**config.mk**
```make
export PLATFORM = sky130hd
export DESIGN_NAME = pc_fetch_ctrl
export DESIGN_NICKNAME = d
export VERILOG_FILES = /design/src/rtl/pc_fetch_ctrl.sv
export SDC_FILE = /design/constraint.sdc
export NUM_CORES = 1
export LEC_CHECK = 0
export CORE_ASPECT_RATIO = 1.25
export CORE_MARGIN = 4
export CORE_UTILIZATION = 36
export CTS_CLUSTER_DIAMETER = 80
export CTS_CLUSTER_SIZE = 8
export DETAILED_ROUTE_END_ITERATION = 12
export PLACE_DENSITY = 0.67
export SYNTH_ARGS = -nofsm -noshare
export SYNTH_HDL_FRONTEND = slang
export SYNTH_SLANG_ARGS = --single-unit
```
**constraint.sdc**
```tcl
create_clock -name Clk -period 5.9 [get_ports Clk]
set_input_delay 1.18 -clock Clk [delete_from_list [all_inputs] [get_ports Clk]]
set_output_delay 1.18 -clock Clk [all_outputs]
set_load 0.005 [all_outputs]
```
**src/rtl/pc_fetch_ctrl.sv**
```systemverilog
// Program-counter fetch controller.
// Holds the current fetch address and selects the next one from the
// sequential adder result or a redirect (JumpReg > Jump > BranchTaken).
// A redirect that arrives while fetch is stalled is parked in a pending
// register and applied on the first unstalled edge; the oldest one wins.
// Redirect targets are forced to word alignment, and AddrErr flags any
// redirect that had a misaligned target.
module pc_fetch_ctrl #(
   parameter logic [31:0] RESET_PC = 32'h00000000
) (
   input  logic        Clk,
   input  logic        Rst,
   input  logic [31:0] PCAddResult,
   input  logic        BranchTaken,
   input  logic [31:0] BranchTarget,
   input  logic        Jump,
   input  logic [31:0] JumpTarget,
   input  logic        JumpReg,
   input  logic [31:0] JumpRegTarget,
   input  logic        Stall,
   output logic [31:0] PCResult,
   output logic        PCValid,
   output logic        RedirectPending,
   output logic        AddrErr
);

   typedef enum logic [1:0] {
      INIT = 2'b00,
      RUN  = 2'b01,
      HOLD = 2'b10
   } state_t;

   state_t      state_r, state_s;
   logic [31:0] pc_r, pc_s;
   logic [31:0] pend_r, pend_s;
   logic        valid_r, valid_s;
   logic        rdp_r, rdp_s;
   logic        err_r, err_s;

   logic        redir_s;
   logic [31:0] raw_tgt_s;
   logic [31:0] tgt_s;
   logic        misalign_s;

   // Pick the highest-priority redirect request and word-align its target.
   always_comb begin
      redir_s   = 1'b0;
      raw_tgt_s = 32'h00000000;
      if (JumpReg) begin
         redir_s   = 1'b1;
         raw_tgt_s = JumpRegTarget;
      end else if (Jump) begin
         redir_s   = 1'b1;
         raw_tgt_s = JumpTarget;
      end else if (BranchTaken) begin
         redir_s   = 1'b1;
         raw_tgt_s = BranchTarget;
      end else begin
         redir_s   = 1'b0;
         raw_tgt_s = 32'h00000000;
      end
      tgt_s      = {raw_tgt_s[31:2], 2'b00};
      misalign_s = |raw_tgt_s[1:0];
   end

   // Next-state, next-PC, pending capture and registered-output decode.
   always_comb begin
      state_s = state_r;
      pc_s    = pc_r;
      pend_s  = pend_r;
      err_s   = 1'b0;
      case (state_r)
         INIT: begin
            // First edge out of reset only validates the reset PC.
            state_s = RUN;
         end
         RUN: begin
            if (Stall) begin
               if (redir_s) begin
                  pend_s  = tgt_s;
                  err_s   = misalign_s;
                  state_s = HOLD;
               end else begin
                  state_s = RUN;
               end
            end else begin
               if (redir_s) begin
                  pc_s  = tgt_s;
                  err_s = misalign_s;
               end else begin
                  // The adder result is taken verbatim, including wrap to zero.
                  pc_s = PCAddResult;
               end
               state_s = RUN;
            end
         end
         HOLD: begin
            // New redirects are ignored here: the parked one is older.
            if (Stall) begin
               state_s = HOLD;
            end else begin
               pc_s    = pend_r;
               pend_s  = 32'h00000000;
               state_s = RUN;
            end
         end
         default: begin
            state_s = INIT;
            pc_s    = RESET_PC;
            pend_s  = 32'h00000000;
         end
      endcase
      valid_s = (state_s != INIT);
      rdp_s   = (state_s == HOLD);
   end

   // State and output registers; reset forces the INIT picture immediately.
   always_ff @(posedge Clk or posedge Rst) begin
      if (Rst) begin
         state_r <= INIT;
         pc_r    <= RESET_PC;
         pend_r  <= 32'h00000000;
         valid_r <= 1'b0;
         rdp_r   <= 1'b0;
         err_r   <= 1'b0;
      end else begin
         state_r <= state_s;
         pc_r    <= pc_s;
         pend_r  <= pend_s;
         valid_r <= valid_s;
         rdp_r   <= rdp_s;
         err_r   <= err_s;
      end
   end

   assign PCResult        = pc_r;
   assign PCValid         = valid_r;
   assign RedirectPending = rdp_r;
   assign AddrErr         = err_r;

endmodule

```
# Word level (Yosys, flattened, before mapping)
# Cells that the tools add are included.
[word_totals]
regBits = 69
out_inout_bits = 35
in_bits = 134
latchBits = 0
rom_bits = 0
memories = 0
mem_bits_rw = 0
wordCells = 39
[classes]
multipliers = 0
eq_ne = 7
n_lt_le_gt_ge = 0
n_div = 0
n_bitwise = 1
n_shift = 0
n_mux = 20
n_reduce_logical = 5
add_sub_neg = 0
[ops]
columns = ["operator", "count"]
rows = [
  ["two-way mux 32 bit", 9],
  ["case mux 32 bit (3 select lines)", 2],
  ["inequality test 2 bit, second input constant", 4],
  ["two-way mux 2 bit", 3],
  ["case mux 2 bit (3 select lines)", 1],
  ["two-way mux 1 bit", 5],
  ["equality test 2 bit, second input constant", 2],
  ["AND reduction 4 bit", 1],
  ["AND reduction 3 bit", 1],
  ["equality test 2 x 1 -> 1 bit, second input constant", 1],
  ["logical NOT 2 bit", 1],
  ["nonzero test 2 bit", 1],
  ["OR reduction 2 bit", 1],
  ["NOT 1 bit", 1],
]

# Longest topological paths before layout
[logic_depth]
word_depth = 7
depth_mapped = 8
mapped_depth_nobuf = 6

# Worst setup path after synthesis
# No wires, ideal clock.
[synth_path]
path_kind = "input port to flip-flop"
from = "input Stall"
to = "register pend_r[4]"
arrival_time_ns = 2.088
path_stages = 6
n_path_buf = 2
t_required_ns = 5.778
setup_time_ns = 0.122
path_slack_ns = 3.691
cell_sequence = "buf_2 -> nor2_1 -> a21oi_1 -> a211o_1 -> buf_6 -> a32o_1"
[synth_via]
elab_chain_cells = 2
elab_cells_between_ends = 3
cone_classes = "2 x eq/ne; 1 x reduce/logical"
[synth_lines]
columns = ["item", "line", "text"]
rows = [
  ["start: declaration", "20", "input logic Stall,"],
  ["inequality test 2 bit (no line)", "n/a", ""],
  ["AND reduction 4 bit (no line) *", "n/a", ""],
  ["end signal: assignment", "129", "pend_r <= pend_s;"],
  ["end: declaration", "35", "logic [31:0] pend_r, pend_s;"],
]
# Mark *: on every way between the ends. The rest lies on a longest branch, timed or not.
# A chain may end at the register's enable or synchronous reset.

# Worst setup path after layout
[layout_path]
from = "input Stall"
to = "register pend_r[11]"
# Same word-level chain as after synthesis.

==> out/summary.txt <==
cts bufs inserted -> 9
Post-CTS Hold Buffers -> 0
Post-Synthesis Cells -> 556
Tot GR Track Use -> 22.1%
CP Max Fanout -> 34
antenna diode count -> 0
post-synthesis cell type count -> 30
Die ar. -> 0.0146 mm^2
CTS tree -> built
Final nets -> 825
Final Critical Period -> 3380 ps
max_cap viols -> 0
run status -> completed
Longest Clk Path Bufs -> 2
sequential fraction of the synthesis area -> 36.6%
Die Span X -> 109 um
final instance area -> 0.00646 mm^2
clock skew -> 2.42 ps
WHS -> 475 ps
GRT met2 Usage -> 38.8%
top-area cell type share of the netlist area -> 36.6%
commonest cells in the netlist -> nor2_1 (93), dfrtp_1 (67), nand2_1 (64)
post-synth top area cell -> dfrtp_1
DRC Markers -> 0
critical path data required time -> 6160 ps
Post-Syn Nets -> 695
Synth Flop Type -> dfrtp_1
FF+latch count, synth -> 67
Clock Latency Late Sink -> 330 ps
Finished Core Util -> 52.4%
I/O Buffers -> 168
top-count cell post-synth -> nor2_1
Total Wirelength -> 16000 um
Setup WS post-layout -> 2520 ps
Final Max Slew Viols -> 0
Reg clk slew, reported paths -> 50 ps
HP Class -> reg -> reg
RSZ-0062 raised after global routing -> no
CP Capture Type -> flop
Multi-input gate area -> 0.00257 mm^2
met3 Use GR -> 3.61%
PD cells -> 380 mW/mm^2
area post-placement -> 0.00621 mm^2
global route overflow -> 0
CP max stage delay -> 950 ps
Pleak -> 2.69 nW
Period Utilization, post-route -> 57.4%
initial core utilization -> 37.2%
Layout area overhead -> 40.9%
Tightest Pin Transition -> 1100 ps
type of the worst setup path -> in -> reg
largest net degree at the start of global routing -> 68
via/cell ratio -> 5.65
drt first pass iters -> 5
Area contributors post-synth -> dfrtp_1 (37%), nand2b_1 (8.5%), nor2_1 (7.6%)
routed vias -> 4815
Core Area -> 0.0123 mm^2
Clock Sinks -> 67
Syn. warnings -> 0
antenna violations before repair -> 0
hpwl dp -> 11200 um
worst-path cell chain -> clkdlybuf4s50_1 -> buf_4 -> inv_2 -> nor4_4 -> buf_4 -> a32o_1
number of global-route vias before repair -> 5191
GPL Wtd Cong -> 0.785
Final Hold Vio Count -> 0
fill count -> 1157
dpl ws -> 2160 ps
gr busiest metal -> met2
I/O pin count -> 169
register area -> 0.00168 mm^2
ys async rst share -> 100%
Iter 0 DRT Violations -> 290
setup TNS -> 0 ps
Avg Cell Area, Syn -> 8.25 um^2
CTS root buffer -> clkbuf_16
Die Y-Extent -> 134 um
post_cts resized -> 0
post-CTS setup repair buffer count -> 0
Synth Cell Area -> 0.00459 mm^2
number of synthesized flops with an enable pin -> 0
Max-slew headroom -> 26.7%
Max VDD drop -> 0.196 mV
Final setup viols -> 0
wire per inst -> 18.8 um
most used cell, CP -> buf_4
antenna violation net count after detailed routing -> 0
Fmax achieved -> 295 MHz
grt met1 use -> 26.9%
htree depth -> 3
FP Rows -> 45
share of layout cells above drive strength 1 -> 4.65%
Arrival @ worst endpoint -> 3640 ps
Worst setup SP type -> primary input
Crit-path slowest cell -> nor4_4
first-pass GRT wire length -> 25800 um
power breakdown:
part	internal [mW]	leakage [nW]	switching, mW
registers	0.644	0.885	0.106
logic	0.541	1.68	0.692
clock network	0.289	0.122	0.181
total	1.47	2.69	0.979
kinds of logic after synthesis:
| family | Yosys count | synth area share (%) |
|---|---|---|
| compound gates | 164 | 28.2 |
| fa+ha+maj | 5 | 1.36 |
| buf+inv | 65 | 7.83 |
| flops | 67 | 36.6 |
| simple gates | 255 | 26.1 |
layout make-up:
cell class | count | area share [%]
Timing Repair Buffer | 177 | 26.8
Clock buffer | 13 | 3.87
Tap cell | 164 | 3.18
Inverter | 7 | 0.407
Multi-Input combinational cell | 424 | 39.8
Sequential cell | 67 | 25.9
placed cells by master (no fill, tap or decap), types with 3 or more instances in the layout:
cell,n
a211o_1,32
a21oi_1,34
a22oi_1,30
a32o_1,30
buf_2,3
buf_4,9
clkbuf_1,3
clkbuf_16,9
clkdlybuf4s50_1,165
dfrtp_1,67
ha_1,3
inv_1,5
nand2_1,64
nand2b_1,62
nand3_1,30
nor2_1,92
o2111ai_1,30
o21ai_0,4
state kept, by name (all words and copies together) (netlist names):
register	flops
PCResult	32
pend_r	30
state_r	2
AddrErr	1
PCValid	1
RedirectPending	1
path summary, 6_finish.rpt:
check / depth (start not counted) / slack (ps) / to / start
worst max-delay path: 6 / 2520 / pend_r[11]$_DFFE_PP0P_ / Stall
worst min-delay path: 2 / 480 / PCResult[1]$_DFFE_PP0P_ / PCResult[1]$_DFFE_PP0P_
worst max register to register: 6 / 2660 / PCResult[19]$_DFFE_PP0P_ / state_r[1]$_DFF_PP0_
worst min register to register: 2 / 480 / PCResult[1]$_DFFE_PP0P_ / PCResult[1]$_DFFE_PP0P_
max in group asynchronous: 3 / 3890 / pend_r[16]$_DFFE_PP0P_ / Rst
min in group asynchronous: 3 / 1430 / PCValid$_DFF_PP0_ / Rst
metal layers:
layer	part of all wire (%)	routed length, um	vias up
met3	6.9	1110	23
met2	51	8220	200
met1	40	6370	2322
li1	-	-	2270
met5	0	0	-
met4	1.9	308	0
critical path: cells and delay by family:
family / cells / cell delay (ps)
compound gates: 1 / 190
buf+inv: 4 / 1300
simple gates: 1 / 950
metrics by stage:
stage          total power [mW]  instances
2_1_floorplan              1.52        556
3_3_place_gp               1.94        839
3_5_place_dp               1.99        839
4_1_cts                    2.46        852
5_1_grt                    2.63        852
6_report                   2.45        852
Power figures use the tool's default switching activity.
